### src/rtl/vector_pkg.sv
// Shared constants and types for the vector memory sequencer.
// Element geometry, FSM state type and VLD/VST opcodes.
package vector_pkg;

  localparam int ELEMS  = 16;
  localparam int DATA_W = 16;
  localparam int ADDR_W = 16;
  localparam int VEC_W  = ELEMS * DATA_W;
  localparam int IDX_W  = $clog2(ELEMS);

  localparam logic [3:0] OP_VLD = 4'b0100;
  localparam logic [3:0] OP_VST = 4'b0101;

  typedef enum logic [1:0] {
    S_IDLE,
    S_REQ,
    S_WAIT_RD,
    S_DONE
  } vmu_state_t;

  function automatic logic is_vst(
    input logic [3:0] op
  );
    return op == OP_VST;
  endfunction

endpackage

### src/rtl/vector_mem_unit.sv
// Serialises 16-element vector loads/stores onto a word memory port.
// Ports: start/is_store/base_addr/st_vec in, busy/done/ld_vec out, mem_* port.
module vector_mem_unit
  import vector_pkg::*;
(
  input  logic              clk,
  input  logic              rst_n,
  input  logic              start,
  input  logic              is_store,
  input  logic [ADDR_W-1:0] base_addr,
  input  logic [VEC_W-1:0]  st_vec,
  output logic              busy,
  output logic              done,
  output logic [VEC_W-1:0]  ld_vec,
  output logic              mem_req,
  output logic              mem_we,
  output logic [ADDR_W-1:0] mem_addr,
  output logic [DATA_W-1:0] mem_wdata,
  input  logic              mem_gnt,
  input  logic [DATA_W-1:0] mem_rdata,
  input  logic              mem_rvalid
);

  vmu_state_t        r_state;
  vmu_state_t        w_next;
  logic [IDX_W-1:0]  r_idx;
  logic              r_is_store;
  logic [ADDR_W-1:0] r_base;
  logic [VEC_W-1:0]  r_st_vec;
  logic [VEC_W-1:0]  r_ld_vec;

  logic w_idle;
  logic w_accept;
  logic w_last;
  logic w_hs;
  logic w_rd;

  assign w_idle   = (r_state == S_IDLE) ||
                    (r_state == S_DONE);
  assign w_accept = w_idle && start;
  assign w_last   = r_idx == IDX_W'(ELEMS - 1);
  assign w_hs     = (r_state == S_REQ) && mem_gnt;
  assign w_rd     = (r_state == S_WAIT_RD) &&
                    mem_rvalid;

  always_ff @(posedge clk or negedge rst_n) begin
    if (!rst_n) begin
      r_state <= S_IDLE;
    end else begin
      r_state <= w_next;
    end
  end

  always_comb begin
    w_next = r_state;
    unique case (r_state)
      S_IDLE, S_DONE: begin
        if (start) w_next = S_REQ;
        else       w_next = S_IDLE;
      end
      S_REQ: begin
        if (mem_gnt) begin
          if (!r_is_store) w_next = S_WAIT_RD;
          else if (w_last) w_next = S_DONE;
        end
      end
      S_WAIT_RD: begin
        if (mem_rvalid) begin
          if (w_last) w_next = S_DONE;
          else        w_next = S_REQ;
        end
      end
      default: w_next = S_IDLE;
    endcase
  end

  // Loads advance the index on data return, stores on grant.
  always_ff @(posedge clk or negedge rst_n) begin
    if (!rst_n) begin
      r_idx      <= '0;
      r_is_store <= 1'b0;
      r_base     <= '0;
      r_st_vec   <= '0;
      r_ld_vec   <= '0;
    end else begin
      if (w_accept) begin
        r_idx      <= '0;
        r_is_store <= is_store;
        r_base     <= base_addr;
        r_st_vec   <= st_vec;
      end
      if (w_hs && r_is_store && !w_last) begin
        r_idx <= r_idx + 1'b1;
      end
      if (w_rd) begin
        r_ld_vec[DATA_W*r_idx +: DATA_W] <= mem_rdata;
        if (!w_last) r_idx <= r_idx + 1'b1;
      end
    end
  end

  always_comb begin
    busy      = 1'b0;
    done      = 1'b0;
    mem_req   = 1'b0;
    mem_we    = 1'b0;
    mem_addr  = '0;
    mem_wdata = '0;
    unique case (r_state)
      S_REQ: begin
        busy     = 1'b1;
        mem_req  = 1'b1;
        mem_we   = r_is_store;
        mem_addr = r_base + ADDR_W'(r_idx);
        if (r_is_store) begin
          mem_wdata = r_st_vec[DATA_W*r_idx +: DATA_W];
        end
      end
      S_WAIT_RD: busy = 1'b1;
      S_DONE:    done = 1'b1;
      default: ;
    endcase
  end

  assign ld_vec = r_ld_vec;

endmodule

### config.mk
export PLATFORM = sky130hd
export DESIGN_NAME = vector_mem_unit
export DESIGN_NICKNAME = d
export VERILOG_FILES = /design/src/rtl/vector_pkg.sv /design/src/rtl/vector_mem_unit.sv
export SDC_FILE = /design/constraint.sdc
export NUM_CORES = 1
export LEC_CHECK = 0
export BUFFER_PORTS_ARGS = -buffer_cell sky130_fd_sc_hd__buf_2
export CORE_AREA = 2 2 227 229
export CTS_BUF_LIST = sky130_fd_sc_hd__clkbuf_16
export CTS_CLUSTER_DIAMETER = 120
export CTS_CLUSTER_SIZE = 10
export DETAILED_ROUTE_END_ITERATION = 8
export DIE_AREA = 0 0 229 231
export GPL_ROUTABILITY_DRIVEN = 0
export GPL_TIMING_DRIVEN = 0
export PLACE_DENSITY = 0.71
export SETUP_SLACK_MARGIN = 0.05
export SKIP_LAST_GASP = 1
export SLEW_MARGIN = 20
export SYNTH_ARGS = -nofsm -noshare
export SYNTH_HDL_FRONTEND = slang
export SYNTH_SLANG_ARGS = --single-unit
### constraint.sdc
create_clock -name clk -period 4.26 [get_ports clk]
set_input_delay 0.213 -clock clk [delete_from_list [all_inputs] [get_ports clk]]
set_output_delay 0.213 -clock clk [all_outputs]
set_load 0.005 [all_outputs]
==> results of run 1 <==
power by group:
group	switching [W]	internal (W)	leakage, nW
Sequential	0.000966	0.00653	6.85
Clock	0.00193	0.00249	0.752
Combinational	0.00337	0.00299	8.27
Total	0.00626	0.0120	15.9
cells in the final DEF, fill, tap and decap left out, types with 23 or more instances in the layout:
cell type / instances
clkbuf_16: 61
a21oi_1: 31
and3_1: 48
dfrtp_1: 535
clkbuf_1: 65
mux2_2: 472
nor2_1: 24
nand3_1: 23
dlygate4sd3_1: 290
nand2_1: 76
buf_2: 614
a22oi_1: 28
o21ai_0: 46
and2_1: 39
mux2_1: 30
mux2i_1: 77
worst min-delay path, stage by stage:
cell     delay, ns
buf_2         0.15
a32oi_1       0.10
o21ai_0       0.17
timing repair:
| item | CTS | global route |
|---|---|---|
| hold buffers | 290 | 0 |
| setup endpoints to repair | 80 | 1 |
| gates resized for setup | 3 | 1 |
| hold endpoints to repair | 366 | 0 |
| pin swaps | 0 | 0 |
routing by layer:
layer,up-vias,track usage [%]
met3,237,6.954
li1,7966,-
met1,9656,37.37
met2,945,55.37
met4,2,13.17
met5,-,0
registers in the layout, summed over array words and instances, names as in the netlist:
signal and cells:
ld_vec 256, r_base 16, r_idx 4, r_is_store 1
r_st_vec 256, r_state 2
through the flow:
step | hold slack (ns) | total power, W | util, % | instances | worst slack, ns
global placement | 0.4455 | 0.01312 | 53.74 | 2951 | -7.650
floorplan | -0.08259 | 0.01114 | - | 1686 | 1.292
global route | 0.04667 | 0.01910 | 62.85 | 3314 | 0.05944
finish | 0.06887 | 0.01827 | 62.87 | 3318 | 0.2065
CTS | 0.01821 | 0.01802 | 62.81 | 3308 | 0.1809
detailed placement | 0.2284 | 0.01339 | 54.03 | 2956 | -0.2844
cell type report:
cell class | count | area, um2
clock buffer | 61 | 1526
inverter | 14 | 52.55
timing repair buffer | 880 | 5978
clock inverter | 1 | 7.507
tap | 680 | 850.8
fill | 3815 | 18820
sequential | 535 | 13390
buffer | 106 | 459.2
antenna | 10 | 25.02
multi-input combinational | 1031 | 9572
how the worst min path moves through the flow:
stage / startpoint / endpoint / cells past startpoint
6_report: mem_rvalid / r_idx[2] / 3
3_3_place_gp: st_vec[227] / r_st_vec[227] / 2
2_1_floorplan: rst_n / ld_vec[0] / 0
3_5_place_dp: rst_n / r_st_vec[28] / 1
4_1_cts: mem_rvalid / r_idx[2] / 3
5_1_grt: mem_rdata[2] / ld_vec[18] / 3
cell families after synthesis:
family	Yosys count
AO/OA/AOI/OAI	153
buffers and inverters	120
XOR/XNOR	5
AND/OR/NAND/NOR	253
multiplexers	609
adder cells (fa/ha/maj)	11
flip-flops	535
==> metrics, run 1 <==
CP max stage cell=clkbuf_1; Final Cycle Share=95.15%; Critical Path RT=4.73 ns; Initial Utilization=46.29%; largest family of logic cells by synthesized area=multiplexers; WS Path Type=reg2reg; largest net degree at the start of global routing=102; H-Tree Depth=2; initial DRC count=1,377; Period minus WS final=4.053 ns; Synth top area share=57.07%; CP Data Arrival Time=4.53 ns; area growth from synthesis to layout=35.82%; clock slew at reported path FFs=0.06 ns; Syn Inst Count=1,686; Synth Area in Adders=0.6187%; overall die width=229 um; Worst setup EP type=flip-flop; CTS buffer count=59; initial antenna violation count=8; Post-synth top cells=dfrtp_1, mux2_2, mux2i_1; Worst path top cell family by delay=buffers and inverters; Max Cap Viol=0; setup slack, reg-to-reg=0.21 ns; worst r2r src=r_idx[1]; core area=50,680 um2; final setup fails=0; area share of xor/xnor cells in the synthesized design=0.1867%; TNS Setup=0 ns; Buf+Inv Stages, Crit Path=4; Worst Setup SP=r_idx[1]; worst hold-check path type=in2reg; Max Freq=0.2467 GHz; Compound-Gate Fraction of Synth Area=4.240%; status=finished, final reports clean; worst r2r path cells=9; RR Endpoint=ld_vec[42]; Die Area=52,900 um2; worst-margin pin slew=1.079 ns; Area contributors post-synth=dfrtp_1, mux2_2, mux2i_1; first-pass GRT wire length=125.1 mm; RSZ-0062 raised after global routing=no; Root Buffer=clkbuf_16; HPWL Detailed=59.24 mm; Post-layout nets=2,932; vias in the first global route=19,920; max_slew headroom=28.06%; row cnt=83; CP Cell Sequence=buf_2 > inv_1 > clkbuf_1 > ha_1 > nor3b_1 > nor2_2 > nand3_2 > buf_2 > mux2_2; via-per-instance ratio=5.668; cell taking the most area after synthesis=dfrtp_1; Top Metal Used=met5; layout cell share with drive strength beyond 1=45.81%; Seq/Total Area, Yosys=57.07%; DR WL met2=42.96 mm; count of different cell masters after synthesis=52; wire length per cell=25.54 um; most frequent cell after synthesis=dfrtp_1; Ports=586; leakage=15.87 nW; Synth Cell Area=23,460 um2; First-pass DRT Iterations=5; Clock Path Buffers=3; DRC=0; crit path to=ld_vec[42]; total track usage=31.50%; crit-path max FO=10; WL met3=6.146 mm; Peak VDD IR=0.4727 mV; Seq cells post-synth=535; Post-Layout Inst Area=31,860 um2; CTS tree=done; Port Buf Inserts=585; dpl cell area=27,380 um2; remaining antenna violation count=0; Die Span Y=231 um; Post-CTS Setup Inserts=0; routed vias=18,810; Pins Over Slew Limit=0; crit path launch type=flip-flop; Critical Path Stages=9; clock skew=0.01656 ns; number of synthesized flops with an enable pin=0; global route overflow=0; post-synthesis simple-gate area fraction=5.766%; PD cells=573.4 nW/um2; mux cell area share after synthesis=29.94%; WL met1=31.87 mm; Avg Cell Area, Syn=13.91 um2; Clk Latency, worst-skew pair=0.60 ns; WL final=84.74 mm; most used cell, CP=buf_2; Async SR Flop Fraction=100.0%; Most used DFF post-synth=dfrtp_1; Synth Net Count=1,991; Critical Path Max Stage Delay=0.67 ns; Yosys warning total=0; hold violation count in the final report=0; Clock Sinks=535
(Power assumes the default switching activity.)
==> run 2, diff against run 1 <==
--- a/config.mk
+++ b/config.mk
@@ -15,6 +15,7 @@
 export GPL_ROUTABILITY_DRIVEN = 0
 export GPL_TIMING_DRIVEN = 0
 export PLACE_DENSITY = 0.71
+export REMOVE_ABC_BUFFERS = 1
 export SETUP_SLACK_MARGIN = 0.05
 export SKIP_LAST_GASP = 1
 export SLEW_MARGIN = 20
==> run 2 against run 1 <==
Routed wire length down 11%. Clock power barely moved. Global-route usage is 3.3 points lower. Count of clock-buffer cells in the layout decreased by 1. Critical path depth fell by 3. Worst hold slack got worse by 0.019 ns. Via count shrank 4.5%. Maximum frequency increased by 1.5%. Total power shrank 1.5%. Die area did not move.
==> metrics, run 2 (same netlist as run 1, synthesis figures left out) <==
row cnt=83; WL final=75.14 mm; Seq pwr share=41.6%; PnR worst setup slack=0.2657 ns; largest net degree at the start of global routing=105; CP Cell Sequence=inv_1 > ha_2 > inv_2 > a2111o_1 > a2111o_2 > mux2_4; leakage=15.83 nW; Pins Over Slew Limit=0; Die Span Y=231 um; RSZ-0062 raised after global routing=no; layout cell share with drive strength beyond 1=47.26%; global route overflow=0; final setup fails=0; setup slack, reg-to-reg=0.27 ns; DR WL met2=38.20 mm; WL met1=27.74 mm; Final Cycle Share=93.76%; Port Buf Inserts=585; most common cell after layout, fill and taps aside=buf_2; Util after Layout=62.83%; wire length per cell=23.20 um; Logic pwr share=33.7%; Buf+Inv Stages, Crit Path=2; Die Area=52,900 um2; Power Internal=0.01210 W; most frequent cells in the layout=buf_2, dfrtp_1, mux2_2; Non-Filler Instances=3,239; CTS tree=done; crit path launch type=flip-flop; via-per-instance ratio=5.544; initial antenna violation count=20; Clock Path Buffers=3; net switching power=0.005890 W; hold violation count in the final report=0; clock skew=0.01838 ns; status=finished, final reports clean; Worst path top cell family by delay=compound AO/OA/AOI/OAI gates; Clock Sinks=535; clock slew at reported path FFs=0.06 ns; DRC=0; WL met3=5.289 mm; Post-layout nets=2,841; Critical Path Max Stage Delay=0.82 ns; vias in the first global route=19,440; H-Tree Depth=2; Critical Path RT=4.75 ns; total track usage=28.17%; pre-CTS setup slack=-1.513 ns; switch share=32.75%; clock power share=24.7%; initial DRC count=1,134; CTS buffer count=59; TNS Setup=0 ns; cell count after placement=2,862; Worst setup EP type=flip-flop; worst-margin pin slew=0.9847 ns; Root Buffer=clkbuf_16; remaining antenna violation count=0; core area=50,680 um2; First-pass DRT Iterations=7; Initial Utilization=46.29%; first-pass GRT wire length=114.5 mm; Max Cap Viol=0; HPWL Detailed=49.91 mm; area growth from synthesis to layout=35.75%; Clk Latency, worst-skew pair=0.62 ns; Top Metal Used=met4; Filler Cell Count=3,739; CP max stage cell=a2111o_2; crit-path max FO=33; PD cells=564.9 nW/um2; Max Freq=0.2504 GHz; worst hold-check path type=in2reg; WS Path Type=reg2reg; CP Data Arrival Time=4.49 ns; overall die width=229 um; Peak VDD IR=0.4432 mV; total power=0.01799 W; routed vias=17,960; Ports=586; Period minus WS final=3.994 ns; max_slew headroom=34.19%
[run 2: cell count changes in the layout (fill, tap and decap cells not counted), moves of 2 or more]
cell	change
buf_1	-6
buf_16	+10
buf_2	-30
clkbuf_1	-65
dfrtp_1	-3
dfrtp_2	+2
diode_2	+10
nand2b_1	-2
nand2b_2	+2
nor2_1	-2
nor2_4	+2
nor2b_1	-2
[run 2: tightest hold or removal path: stages]
cell	delay (ns)
buf_2	0.09
a32oi_1	0.14
o21ai_0	0.19
[run 2: per-stage QoR]
stage / area (um2) / hold WS (ns)
2_1_floorplan: 23000 / -0.08259
3_3_place_gp: 26780 / 0.4448
3_5_place_dp: 27290 / 0.1282
4_1_cts: 31770 / 0.006817
5_1_grt: 31840 / 0.08210
6_report: 31840 / 0.04949
[run 2: routing by layer]
layer  vias up  global-route usage, %
li1       7804                      -
met1      9135                  32.25
met2       796                  49.24
met3       222                  6.806
met4         0                  14.22
met5         -                      0
[run 2: power by group through the flow]
| stage | combinational, W | clock (W) | sequential (W) |
|---|---|---|---|
| after global placement | 0.00479 | 0 | 0.00728 |
| after CTS | 0.00594 | 0.00450 | 0.00739 |
| after floorplan | 0.00397 | 0 | 0.00726 |
| final | 0.00606 | 0.00443 | 0.00749 |
| after global routing | 0.00653 | 0.00473 | 0.00763 |
| after detailed placement | 0.00568 | 0 | 0.00746 |
[run 2: worst paths after layout]
kind / start / to / depth (start not counted)
setup / recovery: r_idx[0] / ld_vec[215] / 6
hold / removal: mem_gnt / r_idx[2] / 3
setup reg to reg: r_idx[0] / ld_vec[215] / 6
hold reg to reg: ld_vec[4] / ld_vec[4] / 2
max in group asynchronous: rst_n / r_st_vec[4] / 5
min in group asynchronous: rst_n / ld_vec[212] / 2
[run 2: area by class of cell]
type / instances / area (um2) / share of cell area (%)
inverters: 14 / 56.30 / 0.1768
diodes: 20 / 50.05 / 0.1572
multi-input cells: 1032 / 9624 / 30.22
clock inverters: 4 / 61.31 / 0.1925
clock buffers: 60 / 1501 / 4.715
well taps: 680 / 850.8 / 2.672
repair buffers: 894 / 6305 / 19.80
flip-flops and latches: 535 / 13390 / 42.06
[run 2: timing repair]
| action | 4_1_cts | 5_1_grt |
|---|---|---|
| hold buffers | 289 | 0 |
| resized for setup | 3 | 3 |
| gates cloned | 1 | 0 |
| buffers inserted | 1 | 1 |
| setup endpoints to repair | 270 | 37 |
| pin swaps | 1 | 1 |
| endpoints found under the hold margin | 533 | 0 |
==> run 3, diff against run 2 <==
--- a/config.mk
+++ b/config.mk
@@ -6,18 +6,17 @@
 export NUM_CORES = 1
 export LEC_CHECK = 0
 export BUFFER_PORTS_ARGS = -buffer_cell sky130_fd_sc_hd__buf_2
-export CORE_AREA = 2 2 227 229
+export CORE_MARGIN = 5
+export CORE_UTILIZATION = 50
 export CTS_BUF_LIST = sky130_fd_sc_hd__clkbuf_16
 export CTS_CLUSTER_DIAMETER = 120
 export CTS_CLUSTER_SIZE = 10
 export DETAILED_ROUTE_END_ITERATION = 8
-export DIE_AREA = 0 0 229 231
 export GPL_ROUTABILITY_DRIVEN = 0
 export GPL_TIMING_DRIVEN = 0
-export PLACE_DENSITY = 0.71
+export PLACE_DENSITY = 0.76
 export REMOVE_ABC_BUFFERS = 1
 export SETUP_SLACK_MARGIN = 0.05
-export SKIP_LAST_GASP = 1
 export SLEW_MARGIN = 20
 export SYNTH_ARGS = -nofsm -noshare
 export SYNTH_HDL_FRONTEND = slang
==> run 3 against run 2 <==
Sequential power rose by 3%. Maximum frequency fell by 2.1%. Count of clock-buffer cells in the layout did not move. Routed wire length rose by 12%. Register-to-register slack got worse by 0.08 ns. Global-route usage rose by 2.8 points. Via count rose by 4.9%. Setup slack got worse by 0.084 ns. Critical path type unchanged. Critical endpoint is now ld_vec[238]. Largest cell class unchanged.
==> metrics, run 3 (same netlist as run 1, synthesis figures left out) <==
status=finished, final reports clean; area growth from synthesis to layout=35.25%; PD cells=582.5 nW/um2; clock power share=24.3%; final setup fails=0; WL final=84.12 mm; WS Path Type=reg2reg; Clk Latency, worst-skew pair=0.63 ns; Period minus WS final=4.079 ns; layout cell share with drive strength beyond 1=47.22%; Peak VDD IR=0.7898 mV; Post-layout nets=2,839; Non-Filler Instances=3,169; Final Cycle Share=95.74%; most frequent cells in the layout=buf_2, dfrtp_1, mux2_2; setup slack, reg-to-reg=0.18 ns; total track usage=30.96%; via-per-instance ratio=5.944; remaining antenna violation count=0; hold violation count in the final report=0; overall die width=226.6 um; net switching power=0.006381 W; Max Freq=0.2452 GHz; max_slew headroom=26.45%; CTS tree=done; Initial Utilization=50.49%; Logic pwr share=34.1%; Worst setup EP type=flip-flop; Fin Hold WS=0.04288 ns; crit path launch type=flip-flop; leakage=15.81 nW; clock slew at reported path FFs=0.06 ns; CTS buffer count=59; worst-margin pin slew=1.100 ns; First-pass DRT Iterations=5; H-Tree Depth=2; Port Buf Inserts=585; core area=46,460 um2; switch share=34.53%; Power Internal=0.01210 W; Seq pwr share=41.6%; initial antenna violation count=19; worst hold-check path type=in2reg; RSZ-0062 raised after global routing=no; Die Span Y=226.6 um; vias in the first global route=20,090; Max Cap Viol=0; wire length per cell=26.55 um; clock skew=0.03219 ns; global route overflow=0; Ports=586; Filler Cell Count=3,011; Die Area=51,350 um2; most common cell after layout, fill and taps aside=buf_2; Clock Sinks=535; CP Data Arrival Time=4.56 ns; cell count after placement=2,789; Pins Over Slew Limit=0; Clock Path Buffers=3; Root Buffer=clkbuf_16; Critical Path RT=4.75 ns; row cnt=79; largest net degree at the start of global routing=102; crit-path max FO=41; DRC=0; HPWL Detailed=52.36 mm; routed vias=18,840; first-pass GRT wire length=121.9 mm; initial DRC count=1,719
-- run 3: cell count changes in the layout (fill, tap and decap cells not counted) --
cell           delta
buf_4             -1
nand2b_1          +1
diode_2           +5
nand2b_2          -1
buf_16            -1
nand3_1           +1
nor2_4            -1
nand3_2           -1
nor2_2            +1
a21oi_1           -1
buf_8             -1
dlygate4sd3_1     -1
a21oi_4           +1
buf_6             +2
-- run 3: critical path: stages (launching register included) --
cell and delay (ns):
dfrtp_4 0.77, inv_1 0.19, ha_2 0.73, inv_2 0.33, nor3_4 0.72, nand3_2 0.66, mux2_1 0.52
-- run 3: per-layer routing --
layer	vias to the layer above	wire length (um)	track usage, %
met5	-	0	0
li1	7809	-	-
met3	324	7045	7.082
met2	1202	41750	53.15
met4	0	5183	15.33
met1	9500	30140	36.84
-- run 3: path summary, 6_finish.rpt --
kind,startpoint,to,cells after the start
max reg2reg,r_idx[0],ld_vec[238],6
min in group asynchronous,rst_n,r_st_vec[203],2
max in group asynchronous,rst_n,ld_vec[172],4
min,mem_rdata[14],ld_vec[14],3
min reg2reg,ld_vec[8],ld_vec[8],2
max,r_idx[0],ld_vec[238],6
-- run 3: cell type report --
cell class	instances	area, um2	share of cell area [%]
diodes	25	62.56	0.1972
clock buffers	60	1501	4.733
clock inverters	4	61.31	0.1932
inverters	14	56.30	0.1775
multi-input cells	1032	9623	30.33
flip-flops and latches	535	13390	42.22
well taps	607	759.5	2.394
repair buffers	892	6267	19.75
-- run 3: per-stage QoR --
step | utilization [%] | power (W) | instance area (um2) | setup WS, ns | setup TNS [ns]
finish | 68.29 | 0.01848 | 31730 | 0.1813 | 0
global route | 68.27 | 0.01920 | 31720 | 0.07243 | 0
CTS | 68.11 | 0.01782 | 31640 | 0.06584 | 0
detailed placement | 58.48 | 0.01313 | 27170 | -1.249 | -148.03
global placement | 57.45 | 0.01214 | 26690 | -7.498 | -7090.97
floorplan | - | 0.01124 | 23000 | -3.175 | -1520.30
-- run 3: power groups by stage --
stage	Sequential [W]	Clock, W	Combinational (W)
floorplan	0.00726	0	0.00397
global placement	0.00733	0	0.00482
detailed placement	0.00749	0	0.00564
CTS	0.00742	0.00448	0.00592
global route	0.00776	0.00474	0.00671
finish	0.00769	0.00448	0.00630
-- run 3: timing repair --
| item | CTS | global route |
|---|---|---|
| hold buffers | 288 | 0 |
| cloned | 1 | 0 |
| gates resized for setup | 4 | 3 |
| pin swaps | 1 | 0 |
| buffers inserted | 1 | 0 |
| hold endpoints to repair | 358 | 0 |
| endpoints found under the setup margin | 263 | 27 |
